===== config.mk =====
export PLATFORM = sky130hd
export DESIGN_NAME = load_store_unit
export DESIGN_NICKNAME = d
export VERILOG_FILES = /design/src/rtl/load_store_unit.sv
export SDC_FILE = /design/constraint.sdc
export NUM_CORES = 1
export LEC_CHECK = 0
export BUFFER_PORTS_ARGS = -buffer_cell sky130_fd_sc_hd__buf_4
export CAP_MARGIN = 10
export CORE_ASPECT_RATIO = 1.5
export CORE_MARGIN = 1
export CORE_UTILIZATION = 47
export DETAILED_ROUTE_END_ITERATION = 8
export GPL_TIMING_DRIVEN = 0
export PLACE_DENSITY = 0.82
export SLEW_MARGIN = 15
export SYNTH_ARGS = -nofsm -noshare
export SYNTH_HDL_FRONTEND = slang
export SYNTH_SLANG_ARGS = --single-unit
export TNS_END_PERCENT = 30

===== constraint.sdc =====
create_clock -name clk -period 2.28 [get_ports clk]
set_input_delay 0.228 -clock clk [delete_from_list [all_inputs] [get_ports clk]]
set_output_delay 0.228 -clock clk [all_outputs]
set_load 0.02 [all_outputs]

===== src/rtl/load_store_unit.sv =====
// load_store_unit: MEM-stage load/store to fixed-latency sync SRAM bridge; define LSU_MISALIGN_TRAP_EN to trap misaligned H/W accesses
module load_store_unit #(
  parameter int ADDR_W = 14,
  parameter int MEM_LAT = 1
) (
  input  logic              clk,
  input  logic              rst,
  input  logic              req_valid,
  input  logic              req_we,
  input  logic [2:0]        req_funct3,
  input  logic [31:0]       req_addr,
  input  logic [31:0]       req_wdata,
  output logic              stall,
  output logic [31:0]       rdata_out,
  output logic              rdata_valid,
  output logic              misalign_err,
  output logic              dm_cs,
  output logic [3:0]        dm_web,
  output logic [ADDR_W-1:0] dm_addr,
  output logic [31:0]       dm_data_in,
  input  logic [31:0]       dm_data_out
);
  typedef enum logic [1:0] {IDLE, ACCESS, DONE} state_t;
  state_t state, state_nxt;
  logic [3:0] cnt;
  logic we_q;
  logic [2:0] f3_q;
  logic [ADDR_W+1:0] addr_q;
  logic [31:0] wdata_q;
  logic req_byte, req_half, req_mis, q_byte, q_half, last;
  logic [7:0] lane_b;
  logic [15:0] lane_h;
  logic [31:0] ext;
  logic [3:0] mask;
  logic unused_addr;
  assign unused_addr = ^req_addr[31:ADDR_W+2];
  assign req_byte = req_funct3[1:0] == 2'b00;
  assign req_half = req_funct3[1:0] == 2'b01;
  assign q_byte = f3_q[1:0] == 2'b00;
  assign q_half = f3_q[1:0] == 2'b01;
  assign last = state == ACCESS && cnt == 4'd0;
`ifdef LSU_MISALIGN_TRAP_EN
  assign req_mis = (req_half & req_addr[0]) | (~req_byte & ~req_half & (|req_addr[1:0]));
`else
  assign req_mis = 1'b0;
`endif
  assign dm_addr = addr_q[ADDR_W+1:2];
  assign dm_data_in = wdata_q;
  // state register
  always_ff @(posedge clk)
    state <= rst ? IDLE : state_nxt;
  // next state: misaligned trapped requests bypass the SRAM access
  always_comb
    state_nxt = state == IDLE ? (req_valid ? (req_mis ? DONE : ACCESS) : IDLE) :
                state == ACCESS ? (cnt == 4'd0 ? DONE : ACCESS) : IDLE;
  // request capture (naturally aligned, store data pre-replicated), latency counter and load result
  always_ff @(posedge clk) begin
    if (rst) begin
      cnt <= 4'd0;
      we_q <= 1'b0;
      f3_q <= 3'd0;
      addr_q <= '0;
      wdata_q <= 32'd0;
      rdata_out <= 32'd0;
      rdata_valid <= 1'b0;
      misalign_err <= 1'b0;
    end else begin
      rdata_valid <= last && !we_q;
      misalign_err <= state == IDLE && req_valid && req_mis;
      if (state == ACCESS) cnt <= cnt - 4'd1;
      if (last && !we_q) rdata_out <= ext;
      if (state == IDLE && req_valid) begin
        cnt <= 4'(MEM_LAT - 1);
        we_q <= req_we;
        f3_q <= req_funct3;
        addr_q <= {req_addr[ADDR_W+1:2], req_byte ? req_addr[1:0] : req_half ? {req_addr[1], 1'b0} : 2'b00};
        wdata_q <= req_byte ? {4{req_wdata[7:0]}} : req_half ? {2{req_wdata[15:0]}} : req_wdata;
      end
    end
  end
  // load lane extraction/extension and store lane mask
  always_comb begin
    lane_b = dm_data_out[{addr_q[1:0], 3'b000} +: 8];
    lane_h = dm_data_out[{addr_q[1], 4'b0000} +: 16];
    ext = q_byte ? {{24{lane_b[7] & ~f3_q[2]}}, lane_b} :
          q_half ? {{16{lane_h[15] & ~f3_q[2]}}, lane_h} : dm_data_out;
    mask = q_byte ? ~(4'b0001 << addr_q[1:0]) : q_half ? (addr_q[1] ? 4'b0011 : 4'b1100) : 4'b0000;
  end
  // outputs: write strobe only on the final access cycle and never while reset is asserted
  always_comb begin
    stall = state == ACCESS || (state == IDLE && req_valid && !rst);
    dm_cs = state == ACCESS;
    dm_web = (last && we_q && !rst) ? mask : 4'hF;
  end
endmodule


; ---- Word-level counts from Yosys, hierarchy flattened
; Index checks and enable logic that the tools add are counted.
[totals]
regBits = 91
input_bits = 103
output_inout_bits = 86
[op_classes]
n_addsub = 1
eq_ne = 3
shifts = 3
n_mux = 14
bitwise_logic = 4
n_reduce_logical = 14
[op_table]
columns = op, count
row1 = 32-bit two-way mux, 4
row2 = 32-bit by 6-bit variable part select with 16-bit output, 1
row3 = 32-bit by 6-bit variable part select with 8-bit output, 1
row4 = 4-bit two-way mux, 4
row5 = 2-bit two-way mux, 5
row6 = "2-bit by 1-bit == test with 1-bit output, second input constant", 3
row7 = 1-bit logical AND, 6
row8 = 2-bit logical NOT, 3
row9 = 4-bit logical NOT, 1
row10 = 4-bit inverter, 1
row11 = "1-bit by 2-bit << shifter with 4-bit output, first input constant", 1
row12 = "4-bit by 1-bit subtractor with 4-bit output, second input constant", 1
row13 = 1-bit AND, 2
row14 = 1-bit logical NOT, 2
row15 = 2-bit OR reduction, 1
row16 = 1-bit logical OR, 1
row17 = 1-bit two-way mux, 1
row18 = 1-bit inverter, 1

; ---- Longest topological paths before layout
[depth]
depth_word = 5
depth_mapped = 7

; ---- Worst setup path after synthesis
; No wires, ideal clock.
[synth_path]
path_type = register -> output
from = register state[0]
to = output stall
t_arrival_ns = 1.370
setup_slack_ns = 0.682
stages_incl_launch_ff = 6
n_path_buf = 2
path_cell_list = dfxtp_1 > nand2b_1 > or3_1 > clkbuf_1 > clkbuf_1 > nand2_1
[synth_via]
elab_chain_cells = 4
[synth_lines]
columns = element, line_no
row1 = "start, declared", 24  ; state_t state, state_nxt;
row2 = "start signal, assigned", 51  ; state <= rst ? IDLE : state_nxt;
row3 = 2-bit logical NOT, 91  ; stall = state == ACCESS || (state == IDLE && req_valid && !rst);
row4 = 1-bit logical AND (2 in a row), 91
row5 = 1-bit logical OR (*), 91
row6 = "end, declared", 13  ; output logic stall,
; Mark *: on every way between the ends. The rest lies on a longest branch, timed or not.

; ---- Final worst setup path
; Same ends and word-level chain as after synthesis.

==> metrics.cfg <==
[sta]
skew_ns = 0.004913
tns_ns = 0
hold-worst-slack_ns = 0.09950
period_share = 0.9448
relSlewSlack = 0.4646
post-route-min-period_ns = 2.154
hold_viol_final = 0
finalMaxSlewViolations = 0
worst_slew_pin_slew_ns = 0.8032
finalSetupViolCount = 0
rsz0062_at_grt = no
fmax_mhz = 464.2

[yosys]
yosys_warnings = 0
avgSynthCellArea_sq_um = 9.733
synth_area_leaders = dfxtp_1 (44%), a22o_1 (8.4%), mux2i_1 (6.2%), mux4_2 (3.8%), nand2_1 (3.4%)
syn-num-nets = 533
synth_cell_type_count = 46
synth_seq_area_share = 0.4363
synth_seq_cells = 91
yosysTopAreaCellShare = 0.4363
synth_cells = 429
syn_area_sq_mm = 0.004175
synth_top_area_cell = dfxtp_1

[hold_path]
hold_end = addr_q[3]$_SDFFE_PP0P_
hold_depth = 2
worstHoldStart = req_addr[3]
hold_class = in -> reg

[clock_network]
htreeDepth = 3
cts_tree = yes
hold_buffers = 0
cts_inserted_buffers = 9
path_clk_slew_ns = 0.06
clkSinkCount = 91
insertion_delay_ns = 0.34
cts_root_buf = clkbuf_16
cts_buffer_depth = 2

[outcome]
status = finished clean

[detailed_routing]
drt_iter0_markers = 248
top_layer = met4
drt-wirelength-per-cell_um = 18.33
ant_nets = 0
wl_met1_mm = 4.802
dr.pass1.iters = 5
drc_errors = 0
wirelength_mm = 13.16
wl_met3_mm = 1.100
met2_length_mm = 6.601
vias_per_cell = 5.780
vias = 4150

[finish]
final_common_cell = buf_4
nFillCells = 688
mostFrequentLayoutCells = buf_4 (187), dfxtp_1 (91), a22o_1 (40), nand2_1 (38), nor2_1 (27)
drive_gt1_frac = 0.3797
antenna_cells = 0
area_growth_pct = 40.52
finalNetCount = 712

[global_route]
grt_pass1_wl_mm = 20.56
grt_usage = 0.2874
antenna_found_initial = 0
grt_pass1_vias = 4181
grt_max_degree = 14
overflow = 0

[setup_path]
worstSetupPathType = reg -> out
r2r-end = rdata_out[9]$_SDFFE_PP0P_
r2r_slack_ns = 0.17
crit_arrival_ns = 1.93
cp-start-kind = flop
crit_fanout = 10
worst-endpoint-required_ns = 2.05
r2r_cells = 6
reg2reg_from = cnt[0]$_SDFFE_PP0P_
end_kind = primary output
cp-startpoint = state[0]$_SDFF_PP0_

[floorplanning]
start_util = 0.4903
die_y_um = 117.4
ios = 189
design.core.area_sq_mm = 0.008516
die_w_um = 78.96
fp-row-count = 41
die_area_sq_mm = 0.009272

[place]
dp_hpwl_mm = 10.19
gp_congestion = 0.9670
port_buffers = 169

[run]
drv_cap = 0

[power_and_ir_drop]
p_per_area_mw_per_mm2 = 802.2
p_leak_nw = 2.585
ir_drop_v = 0.0005430

## cells by family after synthesis
kind of cell,count (synthesis),share of synthesized area
compound gates,144,0.2670
simple gates,97,0.1118
flops,91,0.4363
buf+inv,60,0.07672
mux,33,0.1001
xor+xnor,2,0.004196
fa+ha+maj,1,0.002996
other cells,1,0.0008981
## cell type report
type / instances / area (sq um) / area share
flip-flops and latches: 91 / 1822 / 0.3105
well taps: 107 / 133.9 / 0.02282
multi-input cells: 278 / 2042 / 0.3480
clock inverters: 3 / 40.04 / 0.006824
repair buffers: 169 / 1269 / 0.2163
clock buffers: 11 / 242.7 / 0.04137
plain buffers: 53 / 295.3 / 0.05033
inverters: 6 / 22.52 / 0.003839
## Yosys cell counts, drive strengths merged
cell type   n
a32o        1
a2111o      7
nor3        9
nand2b      3
xnor2       1
o2bb2ai    16
o21ai      16
a21oi      12
o22ai       8
nand3b      2
dfxtp      91
nor4        1
clkbuf     24
or3         2
a22o       40
mux4        7
or3b        1
a31oi       9
a2111oi     1
or2         1
and2        1
nor2b       8
nand2      38
o21bai      9
buf        30
nor3b       2
and3        1
ha          1
a22oi       7
inv         6
xor2        1
conb        1
mux2i      26
a311oi      7
a211oi     11
nor2       28
## sequential cells by signal (all words and copies together) (netlist names)
name	count
addr_q	16
cnt	4
dm_data_in	32
f3_q	3
rdata_out	32
rdata_valid	1
state	2
we_q	1
## worst max-delay path by stage
| stage | end | slack, ns |
|---|---|---|
| final | stall | 0.13 |
| after global routing | stall | 0.03 |
| after global placement | stall | 0.28 |
| after floorplan | stall | 0.68 |
| after CTS | stall | 0.04 |
| after detailed placement | rdata_out[9]$_SDFFE_PP0P_ | 0.20 |
## metal layers
layer,vias up,track usage
li1,1937,-
met1,1930,0.3086
met2,233,0.4951
met3,50,0.06226
met4,0,0.1886
met5,-,0
## through the flow
stage          worst slack, ns  power (W)  instance area [sq um]    util  std cells
5_1_grt                0.03269   0.004900                   5867  0.6890        718
6_report                0.1258   0.004706                   5867  0.6890        718
3_3_place_gp            0.2818   0.003229                   5578  0.6550        705
2_1_floorplan           0.6819   0.002689                   4175       -        429
4_1_cts                0.04136   0.004706                   5862  0.6884        719
3_5_place_dp            0.2017   0.003268                   5578  0.6550        705
## timing repair
item                                    4_1_cts  5_1_grt
gates cloned                                  0        0
gates resized for setup                       1        2
endpoints found under the setup margin        1        5
buffers inserted                              0        0
## critical path: stages (launching register included)
cell,delay (ns)
dfxtp_1,0.36
nand2b_1,0.19
or3_1,0.50
clkbuf_2,0.29
nand2_1,0.11
buf_4,0.14
## where the power goes
| part | internal [W] | switching (W) | total [W] |
|---|---|---|---|
| clock network | 0.000864 | 0.000592 | 0.00146 |
| registers | 0.00178 | 0.000112 | 0.00189 |
| logic | 0.000613 | 0.000747 | 0.00136 |
No activity file was read; power rests on OpenSTA's default activity.
